$ cat config.mk
export PLATFORM = sky130hd
export DESIGN_NAME = bitstream_region_mgr_flat
export DESIGN_NICKNAME = d
export VERILOG_FILES = /design/src/rtl/bitstream_region_mgr_if.sv /design/src/rtl/bitstream_region_mgr.sv /design/src/flat_wrapper.sv
export SDC_FILE = /design/constraint.sdc
export NUM_CORES = 1
export LEC_CHECK = 0
export CAP_MARGIN = 0
export CORE_MARGIN = 3
export CORE_UTILIZATION = 50
export DETAILED_ROUTE_END_ITERATION = 6
export PLACE_DENSITY = 0.64
export RECOVER_POWER = 100
export SYNTH_ARGS = -nofsm -noshare
export SYNTH_HDL_FRONTEND = slang
export SYNTH_SLANG_ARGS = --single-unit
$ cat constraint.sdc
create_clock -name m_axi_aclk -period 17 [get_ports m_axi_aclk]
set_clock_uncertainty 0.15 [all_clocks]
set_input_delay 1.7 -clock m_axi_aclk [delete_from_list [all_inputs] [get_ports m_axi_aclk]]
set_output_delay 1.7 -clock m_axi_aclk [all_outputs]
set_load 0.03 [all_outputs]
$ cat src/rtl/bitstream_region_mgr_if.sv
// Bundles the header-allocation, capture-beat and id-lookup signals of the bitstream region manager.
// The master is the capture/DMA-init client and the slave is the manager.
interface bitstream_region_mgr_if #(
  parameter int unsigned ADDR_WIDTH = 34
);
  logic                  clear;
  logic                  alloc_valid;
  logic                  alloc_ready;
  logic [7:0]            alloc_id;
  logic [31:0]           alloc_size;
  logic                  alloc_ack;
  logic                  alloc_err;
  logic [ADDR_WIDTH-1:0] alloc_addr;
  logic                  abort;
  logic                  beat_valid;
  logic                  wr_active;
  logic [ADDR_WIDTH-1:0] wr_addr;
  logic                  capture_done;
  logic                  lookup_valid;
  logic [7:0]            lookup_id;
  logic                  lookup_resp_valid;
  logic                  lookup_hit;
  logic [ADDR_WIDTH-1:0] lookup_addr;
  logic [31:0]           lookup_size;

  modport master (
    output clear, alloc_valid, alloc_id, alloc_size, abort, beat_valid, lookup_valid, lookup_id,
    input  alloc_ready, alloc_ack, alloc_err, alloc_addr, wr_active, wr_addr, capture_done,
           lookup_resp_valid, lookup_hit, lookup_addr, lookup_size
  );

  modport slave (
    input  clear, alloc_valid, alloc_id, alloc_size, abort, beat_valid, lookup_valid, lookup_id,
    output alloc_ready, alloc_ack, alloc_err, alloc_addr, wr_active, wr_addr, capture_done,
           lookup_resp_valid, lookup_hit, lookup_addr, lookup_size
  );
endinterface

$ cat src/rtl/bitstream_region_mgr.sv
// Allocates linear 64 B-aligned DDR regions for captured PR bitstreams, drives per-beat write
// addresses, and keeps the id -> {base,size,valid} table served to the DMA-init lookup path.
module bitstream_region_mgr #(
  parameter int unsigned           ADDR_WIDTH   = 34,
  parameter int unsigned           NUM_SLOTS    = 16,
  parameter logic [ADDR_WIDTH-1:0] REGION_BASE  = '0,
  parameter logic [ADDR_WIDTH:0]   REGION_LIMIT = (ADDR_WIDTH+1)'(64'h1_0000_0000)
) (
  input  logic                  m_axi_aclk,
  input  logic                  rst,
  bitstream_region_mgr_if.slave bus
);
  localparam int unsigned ID_W  = (NUM_SLOTS > 1) ? $clog2(NUM_SLOTS) : 1;
  localparam int unsigned EXT_W = ADDR_WIDTH + 1;
  localparam int unsigned RND_W = 33;

  typedef enum logic [1:0] {S_IDLE, S_WRITE, S_COMMIT} state_t;

  state_t                state_q, state_d;
  logic [EXT_W-1:0]      alloc_ptr_q, alloc_ptr_d;
  logic [EXT_W-1:0]      end_q, end_d;
  logic [ADDR_WIDTH-1:0] base_q, base_d;
  logic [ADDR_WIDTH-1:0] wr_addr_q, wr_addr_d;
  logic [ID_W-1:0]       id_q, id_d;
  logic [31:0]           size_q, size_d;
  logic                  ack_q, ack_d, err_q, err_d, done_q, done_d;
  logic [ADDR_WIDTH-1:0] alloc_addr_q, alloc_addr_d;
  logic                  accept_c, commit_c;

  logic [RND_W-1:0]      size_rnd;
  logic [EXT_W-1:0]      alloc_end;
  logic                  req_bad;

  logic                  tbl_valid [NUM_SLOTS];
  logic [ADDR_WIDTH-1:0] tbl_base  [NUM_SLOTS];
  logic [31:0]           tbl_size  [NUM_SLOTS];

  logic                  lk_valid_q, lk_hit_q;
  logic [ADDR_WIDTH-1:0] lk_addr_q;
  logic [31:0]           lk_size_q;

  // Rounded size and prospective region end, wide enough that neither can wrap
  assign size_rnd  = (RND_W'(bus.alloc_size) + RND_W'(63)) & ~RND_W'(63);
  assign alloc_end = alloc_ptr_q + EXT_W'(size_rnd);
  assign req_bad   = (32'(bus.alloc_id) >= NUM_SLOTS) || (bus.alloc_size == 32'd0) ||
                     (alloc_end > REGION_LIMIT);

  always_ff @(posedge m_axi_aclk) begin
    if (rst) begin
      state_q      <= S_IDLE;
      alloc_ptr_q  <= EXT_W'(REGION_BASE);
      end_q        <= '0;
      base_q       <= '0;
      wr_addr_q    <= '0;
      id_q         <= '0;
      size_q       <= '0;
      ack_q        <= 1'b0;
      err_q        <= 1'b0;
      done_q       <= 1'b0;
      alloc_addr_q <= '0;
    end else begin
      state_q      <= state_d;
      alloc_ptr_q  <= alloc_ptr_d;
      end_q        <= end_d;
      base_q       <= base_d;
      wr_addr_q    <= wr_addr_d;
      id_q         <= id_d;
      size_q       <= size_d;
      ack_q        <= ack_d;
      err_q        <= err_d;
      done_q       <= done_d;
      alloc_addr_q <= alloc_addr_d;
    end
  end

  always_comb begin
    state_d      = state_q;
    alloc_ptr_d  = alloc_ptr_q;
    end_d        = end_q;
    base_d       = base_q;
    wr_addr_d    = wr_addr_q;
    id_d         = id_q;
    size_d       = size_q;
    ack_d        = 1'b0;
    err_d        = 1'b0;
    done_d       = 1'b0;
    alloc_addr_d = alloc_addr_q;
    accept_c     = 1'b0;
    commit_c     = 1'b0;
    if (bus.clear) begin
      state_d     = S_IDLE;
      alloc_ptr_d = EXT_W'(REGION_BASE);
    end else begin
      case (state_q)
        S_IDLE: begin
          if (bus.alloc_valid) begin
            if (req_bad) begin
              err_d = 1'b1;
            end else begin
              accept_c     = 1'b1;
              ack_d        = 1'b1;
              alloc_addr_d = ADDR_WIDTH'(alloc_ptr_q);
              base_d       = ADDR_WIDTH'(alloc_ptr_q);
              wr_addr_d    = ADDR_WIDTH'(alloc_ptr_q);
              end_d        = alloc_end;
              id_d         = bus.alloc_id[ID_W-1:0];
              size_d       = bus.alloc_size;
              state_d      = S_WRITE;
            end
          end
        end
        S_WRITE: begin
          // Abort wins over a coincident beat: the capture is being dropped anyway
          if (bus.abort) begin
            state_d = S_IDLE;
          end else if (bus.beat_valid) begin
            wr_addr_d = wr_addr_q + ADDR_WIDTH'(64);
            if (EXT_W'(wr_addr_q) + EXT_W'(64) == end_q) state_d = S_COMMIT;
          end
        end
        S_COMMIT: begin
          commit_c    = 1'b1;
          done_d      = 1'b1;
          alloc_ptr_d = end_q;
          state_d     = S_IDLE;
        end
        default: state_d = S_IDLE;
      endcase
    end
  end

  // Valid bits: cleared on grant so an id being rewritten never hits
  always_ff @(posedge m_axi_aclk) begin
    if (rst || bus.clear) begin
      for (int i = 0; i < NUM_SLOTS; i++) tbl_valid[i] <= 1'b0;
    end else if (accept_c) begin
      tbl_valid[bus.alloc_id[ID_W-1:0]] <= 1'b0;
    end else if (commit_c) begin
      tbl_valid[id_q] <= 1'b1;
    end
  end

  always_ff @(posedge m_axi_aclk) begin
    if (commit_c) begin
      tbl_base[id_q] <= base_q;
      tbl_size[id_q] <= size_q;
    end
  end

  // Registered lookup reads the pre-edge table, so a same-cycle commit is not yet visible
  always_ff @(posedge m_axi_aclk) begin
    if (rst) begin
      lk_valid_q <= 1'b0;
      lk_hit_q   <= 1'b0;
      lk_addr_q  <= '0;
      lk_size_q  <= '0;
    end else begin
      lk_valid_q <= bus.lookup_valid;
      lk_hit_q   <= 1'b0;
      lk_addr_q  <= '0;
      lk_size_q  <= '0;
      if (bus.lookup_valid && (32'(bus.lookup_id) < NUM_SLOTS) &&
          tbl_valid[bus.lookup_id[ID_W-1:0]]) begin
        lk_hit_q  <= 1'b1;
        lk_addr_q <= tbl_base[bus.lookup_id[ID_W-1:0]];
        lk_size_q <= tbl_size[bus.lookup_id[ID_W-1:0]];
      end
    end
  end

  assign bus.alloc_ready       = (state_q == S_IDLE) && !bus.clear;
  assign bus.alloc_ack         = ack_q;
  assign bus.alloc_err         = err_q;
  assign bus.alloc_addr        = alloc_addr_q;
  assign bus.wr_active         = (state_q == S_WRITE);
  assign bus.wr_addr           = wr_addr_q;
  assign bus.capture_done      = done_q;
  assign bus.lookup_resp_valid = lk_valid_q;
  assign bus.lookup_hit        = lk_hit_q;
  assign bus.lookup_addr       = lk_addr_q;
  assign bus.lookup_size       = lk_size_q;
endmodule

$ cat src/flat_wrapper.sv
// flat-port wrapper written by rule: the top's interface ports become plain ports
module bitstream_region_mgr_flat 
#(
  parameter int unsigned           ADDR_WIDTH   = 34,
  parameter int unsigned           NUM_SLOTS    = 16,
  parameter logic [ADDR_WIDTH-1:0] REGION_BASE  = '0,
  parameter logic [ADDR_WIDTH:0]   REGION_LIMIT = (ADDR_WIDTH+1)'(64'h1_0000_0000)
)
  (m_axi_aclk, rst, bus_clear, bus_alloc_valid, bus_alloc_id, bus_alloc_size, bus_abort, bus_beat_valid, bus_lookup_valid, bus_lookup_id, bus_alloc_ready, bus_alloc_ack, bus_alloc_err, bus_alloc_addr, bus_wr_active, bus_wr_addr, bus_capture_done, bus_lookup_resp_valid, bus_lookup_hit, bus_lookup_addr, bus_lookup_size);
  bitstream_region_mgr_if #(.ADDR_WIDTH(ADDR_WIDTH)) bus_i ();
  input  logic m_axi_aclk;
  input  logic rst;
  input wire logic [$bits(bus_i.clear)-1:0] bus_clear;
  input wire logic [$bits(bus_i.alloc_valid)-1:0] bus_alloc_valid;
  input wire logic [$bits(bus_i.alloc_id)-1:0] bus_alloc_id;
  input wire logic [$bits(bus_i.alloc_size)-1:0] bus_alloc_size;
  input wire logic [$bits(bus_i.abort)-1:0] bus_abort;
  input wire logic [$bits(bus_i.beat_valid)-1:0] bus_beat_valid;
  input wire logic [$bits(bus_i.lookup_valid)-1:0] bus_lookup_valid;
  input wire logic [$bits(bus_i.lookup_id)-1:0] bus_lookup_id;
  output wire logic [$bits(bus_i.alloc_ready)-1:0] bus_alloc_ready;
  output wire logic [$bits(bus_i.alloc_ack)-1:0] bus_alloc_ack;
  output wire logic [$bits(bus_i.alloc_err)-1:0] bus_alloc_err;
  output wire logic [$bits(bus_i.alloc_addr)-1:0] bus_alloc_addr;
  output wire logic [$bits(bus_i.wr_active)-1:0] bus_wr_active;
  output wire logic [$bits(bus_i.wr_addr)-1:0] bus_wr_addr;
  output wire logic [$bits(bus_i.capture_done)-1:0] bus_capture_done;
  output wire logic [$bits(bus_i.lookup_resp_valid)-1:0] bus_lookup_resp_valid;
  output wire logic [$bits(bus_i.lookup_hit)-1:0] bus_lookup_hit;
  output wire logic [$bits(bus_i.lookup_addr)-1:0] bus_lookup_addr;
  output wire logic [$bits(bus_i.lookup_size)-1:0] bus_lookup_size;
  assign bus_i.clear = bus_clear;
  assign bus_i.alloc_valid = bus_alloc_valid;
  assign bus_i.alloc_id = bus_alloc_id;
  assign bus_i.alloc_size = bus_alloc_size;
  assign bus_i.abort = bus_abort;
  assign bus_i.beat_valid = bus_beat_valid;
  assign bus_i.lookup_valid = bus_lookup_valid;
  assign bus_i.lookup_id = bus_lookup_id;
  assign bus_alloc_ready = bus_i.alloc_ready;
  assign bus_alloc_ack = bus_i.alloc_ack;
  assign bus_alloc_err = bus_i.alloc_err;
  assign bus_alloc_addr = bus_i.alloc_addr;
  assign bus_wr_active = bus_i.wr_active;
  assign bus_wr_addr = bus_i.wr_addr;
  assign bus_capture_done = bus_i.capture_done;
  assign bus_lookup_resp_valid = bus_i.lookup_resp_valid;
  assign bus_lookup_hit = bus_i.lookup_hit;
  assign bus_lookup_addr = bus_i.lookup_addr;
  assign bus_lookup_size = bus_i.lookup_size;
  bitstream_region_mgr #(.ADDR_WIDTH(ADDR_WIDTH), .NUM_SLOTS(NUM_SLOTS), .REGION_BASE(REGION_BASE), .REGION_LIMIT(REGION_LIMIT)) u_core (.m_axi_aclk(m_axi_aclk), .rst(rst), .bus(bus_i));
endmodule
After elaboration in Yosys (flattened, before gate mapping)
Memory sizes are Yosys's and may differ from the RTL's. A register that Yosys moved wholly into a read port is not among the register bits.
Cells that the tools add are included.
{ "classes": {"n_addsub": 4, "eq_ne": 9, "n_mux": 35, "n_bitwise": 5, "n_reduce_logical": 18, "n_lt_le_gt_ge": 3} }
{ "op_table": {"columns": ["operator", "count"], "rows": [
  ["$mux W34", 4],
  ["$pmux W34 S2", 1],
  ["$add A34 B7 Y35 const B", 1],
  ["$add A35 B33 Y35", 1],
  ["$eq A35 B35 Y1", 1],
  ["$gt A35 B33 Y1 const B", 1],
  ["$add A34 B7 Y34 const B", 1],
  ["$add A32 B6 Y33 const B", 1],
  ["$logic_not A32 Y1", 1],
  ["$mux W1", 22],
  ["$mux W2", 5],
  ["$ge A8 B5 Y1 const B", 1],
  ["$lt A8 B5 Y1 const B", 1],
  ["$mux W4", 2],
  ["$ne A2 B2 Y1 const B", 4],
  ["$reduce_and A4 Y1", 2],
  ["$reduce_and A6 Y1", 1],
  ["$not A1 Y1", 5],
  ["$pmux W2 S2", 1],
  ["$reduce_or A2 Y1", 2],
  ["$reduce_or A4 Y1", 1],
  ["$logic_and A1 B1 Y1", 3],
  ["$logic_or A1 B1 Y1", 3],
  ["$ne A3 B2 Y1 const B", 1],
  ["other kinds (7)", 8]
]} }
{ "totals": {"in_bits": 55, "register_bits": 181, "mem_bits_rw": 1072, "memories": 3, "out_inout_bits": 141} }
{ "mem_list": {"columns": ["name", "words", "width", "read_ports", "rd_clocked_by_memory_dff", "write_ports", "line", "source"], "rows": [
  ["u_core.tbl_base", 16, 34, 1, 1, 1, "bitstream_region_mgr.sv:35", "logic [ADDR_WIDTH-1:0] tbl_base [NUM_SLOTS];"],
  ["u_core.tbl_size", 16, 32, 1, 1, 1, "bitstream_region_mgr.sv:36", "logic [31:0] tbl_size [NUM_SLOTS];"],
  ["u_core.tbl_valid", 16, 1, 1, 0, 16, "bitstream_region_mgr.sv:34", "logic tbl_valid [NUM_SLOTS];"]
]} }

Depth between registers and ports, before layout
Gate-level depths: netlist of run 1.
{ "depth": {"depth_word": 14, "mapped_depth": 27, "ltp_nobuf": 23} }

Least setup slack after synthesis of run 1
Ideal clock, no wire load.
{ "synth_timing": {"kind": "input-to-reg", "startpoint": "input bus_alloc_size[1]", "endpoint": "register u_core.size_q[10]", "setup_slack_ns": 10.078, "setup_ns": 0.132, "path_stages": 27, "arrival_time_ns": 6.640, "cell_sequence": "nor4_1 -> a21oi_1 -> and3_1 -> nand4_1 -> nor3_1 -> nand3_1 -> nor2_1 -> and4_1 -> and3_1 -> nand4_1 -> xnor2_1 -> ha_1 -> clkbuf_1 -> a21oi_1 -> inv_1 -> nor2_1 -> xnor2_1 -> or4_1 -> a22oi_2 -> nand4_2 -> o21a_1 -> or3_1 -> buf_2 -> buf_2 -> buf_2 -> nand2_1 -> a21oi_1"} }
{ "synth_between": {"elab_chain_cells": 6, "word_cells_on_any_way": 8, "cone_classes": "add/sub (2); order compare (1); bitwise (1); reduce/logical (4)"} }
{ "synth_rtl": {"columns": ["item", "line", "source"], "rows": [
  ["start, declared", "flat_wrapper.sv:16", "input wire logic [$bits(bus_i.alloc_size)-1:0] bus_alloc_size;"],
  ["$add A32 B6 Y33", "bitstream_region_mgr.sv:43", "assign size_rnd = (RND_W'(bus.alloc_size) + RND_W'(63)) & ~RND_W'(63);"],
  ["$add A35 B33 Y35", "bitstream_region_mgr.sv:44", "assign alloc_end = alloc_ptr_q + EXT_W'(size_rnd);"],
  ["$gt A35 B33 Y1", "bitstream_region_mgr.sv:46", "(alloc_end > REGION_LIMIT);"],
  ["$logic_or A1 B1 Y1 *", "bitstream_region_mgr.sv:45", "assign req_bad = (32'(bus.alloc_id) >= NUM_SLOTS) || (bus.alloc_size == 32'd0) ||"],
  ["$not A1 Y1 (no source line) *", null, null],
  ["$reduce_and A4 Y1 (no source line) *", null, null],
  ["end signal, assigned", "bitstream_region_mgr.sv:68", "size_q <= size_d;"],
  ["end, declared", "bitstream_region_mgr.sv:25", "logic [31:0] size_q, size_d;"]
]} }
Every way passes the cells marked *; elsewhere a longest branch is shown, timed or not.
A chain may end at the register's enable or synchronous reset.

Final worst setup path of run 1
{ "layout_timing": {"startpoint": "input bus_alloc_size[6]", "endpoint": "register u_core.end_q[18]"} }
{ "layout_between": {"elab_chain_cells": 6, "word_cells_on_any_way": 8, "cone_classes": "add/sub (2); order compare (1); bitwise (1); reduce/logical (4)"} }
{ "layout_rtl": {"columns": ["item", "line", "source"], "rows": [
  ["$add A32 B6 Y33", "bitstream_region_mgr.sv:43", null],
  ["$add A35 B33 Y35", "bitstream_region_mgr.sv:44", null],
  ["$gt A35 B33 Y1", "bitstream_region_mgr.sv:46", null],
  ["$logic_or A1 B1 Y1", "bitstream_region_mgr.sv:45", null],
  ["$not A1 Y1 (no source line)", null, null],
  ["$reduce_and A4 Y1 (no source line)", null, null],
  ["end signal, assigned", "bitstream_region_mgr.sv:64", "end_q <= end_d;"],
  ["end, declared", "bitstream_region_mgr.sv:21", "logic [EXT_W-1:0] end_q, end_d;"]
]} }
Several ways; a longest one is shown, not always the timed one.

==> results of run 1 <==
-- how the worst min path moves through the flow --
stage,to,slack [ns],cells after the start
2_1_floorplan,u_core.alloc_ptr_q[13],0.28,2
3_3_place_gp,u_core.alloc_ptr_q[13],0.30,2
3_5_place_dp,u_core.alloc_ptr_q[13],0.31,2
4_1_cts,u_core.alloc_ptr_q[13],0.33,2
5_1_grt,u_core.alloc_ptr_q[13],0.35,2
6_report,u_core.alloc_ptr_q[13],0.33,2
-- report_power, final --
part | switching [mW] | internal [mW]
Clock | 1.20 | 1.71
Combinational | 0.110 | 0.0820
Sequential | 0.00539 | 3.44
Total | 1.32 | 5.23
-- metal layers --
metal	wire length (um)	vias up	track usage, %
li1	-	12300	-
met1	57100	15100	36.6
met2	62200	1246	37.9
met3	11800	217	5.92
met4	3800	2	8.13
met5	11	-	0
-- kinds of logic (layout without fill, tap and decap cells) --
logic type                 Yosys count  count (layout)  share of synthesized area (%)
buffers and inverters              187             510                           1.52
muxes                              359             359                           14.9
DFF                               1313            1313                           71.0
xor gates and xnor gates           101             101                           1.70
and+or+nand+nor                    726             726                           6.48
other                                0               2                              0
AOI/OAI and AO/OA                  319             319                           3.64
adders and majority gates           31              31                          0.758
-- cell type report --
type / instances / area [um^2]
clock buffers: 198 / 3930
multi-input cells: 1536 / 14400
inverters: 15 / 56.3
clock inverters: 49 / 465
fillers: 7669 / 42800
diodes: 2 / 5.00
repair buffers: 248 / 2210
well taps: 1368 / 1710
flip-flops and latches: 1313 / 37000
-- state kept, by name (all words and copies together), names as in the netlist --
signal                        flops
u_core.size_q                    32
u_core.base_q                    28
u_core.bus.lookup_size           32
u_core.bus.lookup_addr           34
u_core.bus.lookup_resp_valid      1
u_core.alloc_ptr_q               35
u_core.id_q                       4
u_core.state_q                    2
u_core.bus.lookup_hit             1
u_core.bus.alloc_ack              1
u_core.tbl_valid                 16
u_core.end_q                     35
u_core.tbl_base                 544
u_core.tbl_size                 512
u_core.bus.alloc_err              1
u_core.bus.wr_addr               34
u_core.bus.capture_done           1
-- cells in the mapped netlist (4+ instances only) --
master     number  area (um^2)
nand2_1       360         1350
or4_1           5         37.5
mux4_2        335         7540
nor3_1         21          105
buf_4           6         45.0
a31oi_1         6         37.5
o2111ai_1       4         35.0
o211ai_1       14          105
a21oi_1       183          916
mux2i_1        24          240
nand3b_1        5         37.5
nor2b_1        78          488
nor3b_1         4         30.0
o31ai_1        19          143
o21ai_0        30          150
and3_1         18          113
xnor2_1        57          499
nand2b_1        6         37.5
or3_1          11         68.8
nand4_1        25          156
buf_1          24         90.1
a21o_1          6         45.0
nand3_1        52          260
edfxtp_1     1072        32200
nor2_1         99          372
dfxtp_1       241         4820
and4_1          4         35.0
o21ai_1        12         60.1
clkbuf_1      116          435
o21a_1          6         45.0
a211oi_1        8         60.1
nor4_1         22          138
xor2_1         44          385
ha_1           30          375
buf_2          22          110
inv_1          14         52.6
-- worst min-delay path, delay by kind of cell (launching register included) --
kind             cells  cell delay [ns]
AND/OR/NAND/NOR      1             0.05
flip-flops           1             0.31
AO/OA/AOI/OAI        1             0.05
==> reports/metrics.csv, run 1 <==
stage;metric;value;unit
worst_setup_path;path_buf_inv;2;
clock_network;insertion_delay;0.74;ns
synthesis;ys_ff_latch;1313;
worst_setup_path;r2r-start;u_core.alloc_ptr_q[11];
floorplan;die_h;329;um
sta;final.period_utilization;67.2;%
layout;stdcell_area;59800;um^2
synthesis;ys.flop_type;edfxtp_1;
routing;postRouteAntennaNets;0;
worst_setup_path;regToRegSetupSlack;9.23;ns
worst_setup_path;setup.worst_path.start;bus_alloc_size[6];
worst_setup_path;cp.required;17.26;ns
sta;rsz0062_at_grt;false;
worst_setup_path;path_cells;dlygate4sd3_1, nand2_1, a21oi_1, and3_1, nand4_1, nor3_1, nand3_1, nor2_1, and4_1, and3_1, nand2_1, xnor2_1, ha_1, nand2_1, or4_1, or4_1, o2111ai_1, and3_1, o21a_1, or3_1, clkbuf_1, or3_1, a21oi_1;
worst_setup_path;critPathSlowestCell;clkbuf_1;
worst_hold_path;min_from;u_core.end_q[13];
synthesis;synth_edf_count;1072;
grt;grt_pass1_vias;28900;
worst_setup_path;r2r-end;u_core.end_q[18];
clock_network;clockRootBuffer;clkbuf_16;
synthesis;synthesis.nets;3122;
synthesis;yosys_warnings;0;
synthesis;yosysSeqAreaShare;71.0;%
clock_network;cts_tree;done;
worst_setup_path;slowest_delay;2.55;ns
layout;nNetsFinal;3335;
layout;drive_above_1_share;17.1;%
grt;grt_use_total;25.1;%
layout;mostFrequentLayoutCell;edfxtp_1;
worst_setup_path;cpLargestDelayFamily;simple AND/OR/NAND/NOR gates;
grt;grt_max_degree;72;
routing;drt-wirelength-per-cell;28.5;um
pwr;p_per_area;110;nW/um^2
pwr;peakVddDrop;0.0804;mV
layout;syn_to_final_growth;14.6;%
worst_setup_path;crit_fanout;60;
sta;setup_violations;0;
routing;dr_total_vias;28900;
floorplan;fp-row-count;117;
pwr;p_leak;19.8;nW
clock_network;htree_levels;4;
pwr;power;6.55;mW
floorplan;die_w;329;um
floorplan;start_util;50.8;%
clock_network;cts_max_path_buffers;3;
clock_network;cts.reportedPaths.clkPinSlew;0.06;ns
placement;post-place-cells;4480;
placement;place_ws;7.64;ns
sta;fin_tns_setup;0;ns
grt;antenna_found_initial;4;
worst_setup_path;crit_path_end;u_core.end_q[18];
synthesis;synth_cells;3036;
synthesis;syn_avg_cell_area;17.2;um^2
placement;dpl.hpwl;76800;um
clock_network;cts_hold_buf;0;
clock_network;cts_sinks;1313;
placement;io_buffer_count;195;
synthesis;synth_cell_type_count;75;
placement;routabilityCongestion;0.907;
clock_network;cts_made_buffers;135;
synthesis;async_flop_share;0;%
sta;max_freq;0.0875;GHz
run;cap_violations;46;
run_status;status;complete, but fails checks;
routing;vias_per_cell;6.11;
routing;dr.pass1.iters;6;
clock_network;postCtsSetupRepairBufs;0;
worst_setup_path;critPathKind;in -> reg;
layout;layout_common_cells;1072 x edfxtp_1, 360 x nand2_1, 335 x mux4_2;
grt;grt-ovfl-total;0;
layout;fin_util;58.3;%
sta;tightestPinTransition;4.48;ns
sta;finalCriticalPeriod;11.43;ns
floorplan;die_area;108000;um^2
layout;finalNonFillerCells;4729;
worst_setup_path;r2r_cells;12;
worst_setup_path;worstSetupStartpointType;input port;
synthesis;syn_area;52200;um^2
sta;drv_slew;1517;
routing;wl;135000;um
worst_setup_path;crit_cells;23;
floorplan;core_area;103000;um^2
routing;drt_iter0_markers;3351;
routing;drc;0;
sta;layout_setup_ws;5.57;ns
placement;place_area;55600;um^2
floorplan;num_io_pins;196;
worst_setup_path;worstSetupEndpointType;flop;
worst_hold_path;hold_class;reg -> reg;
sta;hold_slack;0.327;ns
grt;grt_pass1_wl;196000;um
clock_network;postCtsResizedCells;0;
sta;hold_viol_final;0;
worst_setup_path;worstPathArrival;11.69;ns
run_status;violations;max-capacitance violations, max-slew violations;
sta;max-slew-margin-rel;-199;%
Power figures use the tool's default switching activity.
==> inputs of run 2 (changes only) <==
==> constraint.sdc (replaced) <==
create_clock -name m_axi_aclk -period 10.6 [get_ports m_axi_aclk]
set_clock_uncertainty 0.15 [all_clocks]
set_input_delay 1.06 -clock m_axi_aclk [delete_from_list [all_inputs] [get_ports m_axi_aclk]]
set_output_delay 1.06 -clock m_axi_aclk [all_outputs]
set_load 0.03 [all_outputs]
==> run 2 against run 1 <==
  * The flow finishes with violations (design-rule violations, max-capacitance violations, max-slew violations)
  * Sequential power increased by 60%
  * Utilization up 0.067 points
  * Sequential share of layout area fell by 0.071 points
  * Clock power is 61% higher
==> reports/metrics.csv, run 2 (synthesized netlist as in run 1, its figures left out) <==
stage;metric;value;unit
sta;final.period_utilization;80.3;%
layout;reg_top3;u_core.tbl_base (544), u_core.tbl_size (512);
run_status;status;complete, but fails checks;
worst_setup_path;cp.required;11.10;ns
pwr;peakVddDrop;0.131;mV
floorplan;start_util;50.8;%
layout;n_antenna_cell;0;
worst_hold_path;holdPathStages;2;
placement;io_buffer_count;195;
grt;grt_pass1_vias;29000;
routing;wl;134000;um
clock_network;insertion_delay;0.73;ns
sta;hold_viol_final;0;
floorplan;num_io_pins;196;
sta;drv_slew;1322;
clock_network;postCtsResizedCells;0;
placement;routabilityCongestion;0.910;
routing;postRouteAntennaNets;0;
worst_hold_path;hold_class;reg -> reg;
run;cap_violations;40;
layout;layout_common_cells;1072 x edfxtp_1, 360 x nand2_1, 335 x mux4_2;
sta;tightestPinTransition;4.23;ns
layout;nNetsFinal;3339;
worst_setup_path;worstPathArrival;9.02;ns
sta;rsz0062_at_grt;false;
routing;drc;3;
sta;hold_slack;0.327;ns
clock_network;cts_tree;done;
sta;max_freq;0.117;GHz
floorplan;fp-row-count;117;
sta;setup_violations;0;
clock_network;clockRootBuffer;clkbuf_16;
layout;largest_register_ffs;544;
pwr;p_leak;19.9;nW
routing;dr_total_vias;28800;
layout;mostFrequentLayoutCell;edfxtp_1;
clock_network;cts.reportedPaths.clkPinSlew;0.06;ns
grt;grt_pass1_wl;197000;um
floorplan;die_area;108000;um^2
clock_network;cts_made_buffers;135;
layout;fin_util;58.3;%
clock_network;cts_max_path_buffers;3;
grt;grt_max_degree;98;
placement;place_ws;2.10;ns
placement;dpl.hpwl;76000;um
clock_network;postCtsSetupRepairBufs;0;
worst_setup_path;r2r_cells;7;
routing;drt-wirelength-per-cell;28.2;um
pwr;p_per_area;176;nW/um^2
sta;max-slew-margin-rel;-182;%
layout;largest_register;u_core.tbl_base;
clock_network;htree_levels;4;
worst_setup_path;critPathKind;in -> reg;
routing;drt_iter0_markers;3146;
routing;dr.pass1.iters;7;
sta;layout_setup_ws;2.08;ns
grt;antenna_found_initial;3;
sta;finalCriticalPeriod;8.52;ns
layout;syn_to_final_growth;14.8;%
worst_setup_path;crit_fanout;13;
sta;fin_tns_setup;0;ns
layout;drive_above_1_share;17.3;%
floorplan;die_h;329;um
grt;grt-ovfl-total;0;
worst_setup_path;worstSetupStartpointType;input port;
run_status;violations;design-rule violations, max-capacitance violations, max-slew violations;
floorplan;core_area;103000;um^2
floorplan;die_w;329;um
routing;vias_per_cell;6.09;
worst_setup_path;worstSetupEndpointType;flop;
grt;grt_use_total;25.2;%
clock_network;cts_hold_buf;0;
clock_network;cts_sinks;1313;
## run 2: final timing paths
check / startpoint / endpoint / slack (ns)
hold reg to reg: u_core.end_q[13] / u_core.alloc_ptr_q[13] / 0.33
setup / recovery: bus_alloc_size[6] / u_core.bus.wr_addr[6] / 2.08
hold / removal: u_core.end_q[13] / u_core.alloc_ptr_q[13] / 0.33
setup reg to reg: u_core.state_q[0] / u_core.tbl_size[11][17] / 2.92
## run 2: critical path, cell delays in order
cell,delay (ns)
dlygate4sd3_1,0.72
nand2_1,0.10
a21oi_1,0.36
and3_1,0.32
nand4_1,0.22
nor4_1,0.56
nand2_1,0.21
nor4_1,0.80
nand2_1,0.17
xnor2_1,0.17
ha_1,0.28
and2_1,0.18
o31ai_1,0.42
o2111ai_1,0.18
o21ai_0,0.32
xor2_1,0.20
a31oi_2,0.17
a211oi_1,1.28
nor2_1,0.64
or3_1,0.48
a31oi_1,0.16
## run 2: metal layers
metal	track usage [%]	part of all wire, %	vias up
met3	4.79	7.8	160
met4	5.72	1.7	0
met1	37.8	44	15100
li1	-	-	12300
met5	0	0	-
met2	38.7	47	1223
## run 2: cell type report
class | instances | area (um^2)
multi-input combinational | 1536 | 14400
sequential | 1313 | 37000
timing repair buffer | 252 | 2250
inverter | 15 | 56.3
clock buffer | 190 | 3800
fill | 7659 | 42800
tap | 1368 | 1710
clock inverter | 58 | 597
## run 2: per-stage QoR
step | area [um^2] | total power, mW | cells
after floorplan | 52200 | 5.84 | 3036
after detailed placement | 55700 | 5.94 | 4484
after CTS | 60100 | 10.6 | 4732
final | 59900 | 10.5 | 4732
after global placement | 55700 | 5.94 | 4484
after global routing | 59900 | 10.8 | 4732
## run 2: power by group
part	switching (mW)	leakage, nW	internal [mW]
logic	0.175	5.36	0.133
registers	0.00867	12.4	5.51
clock network	1.93	2.15	2.76
total	2.12	19.9	8.40
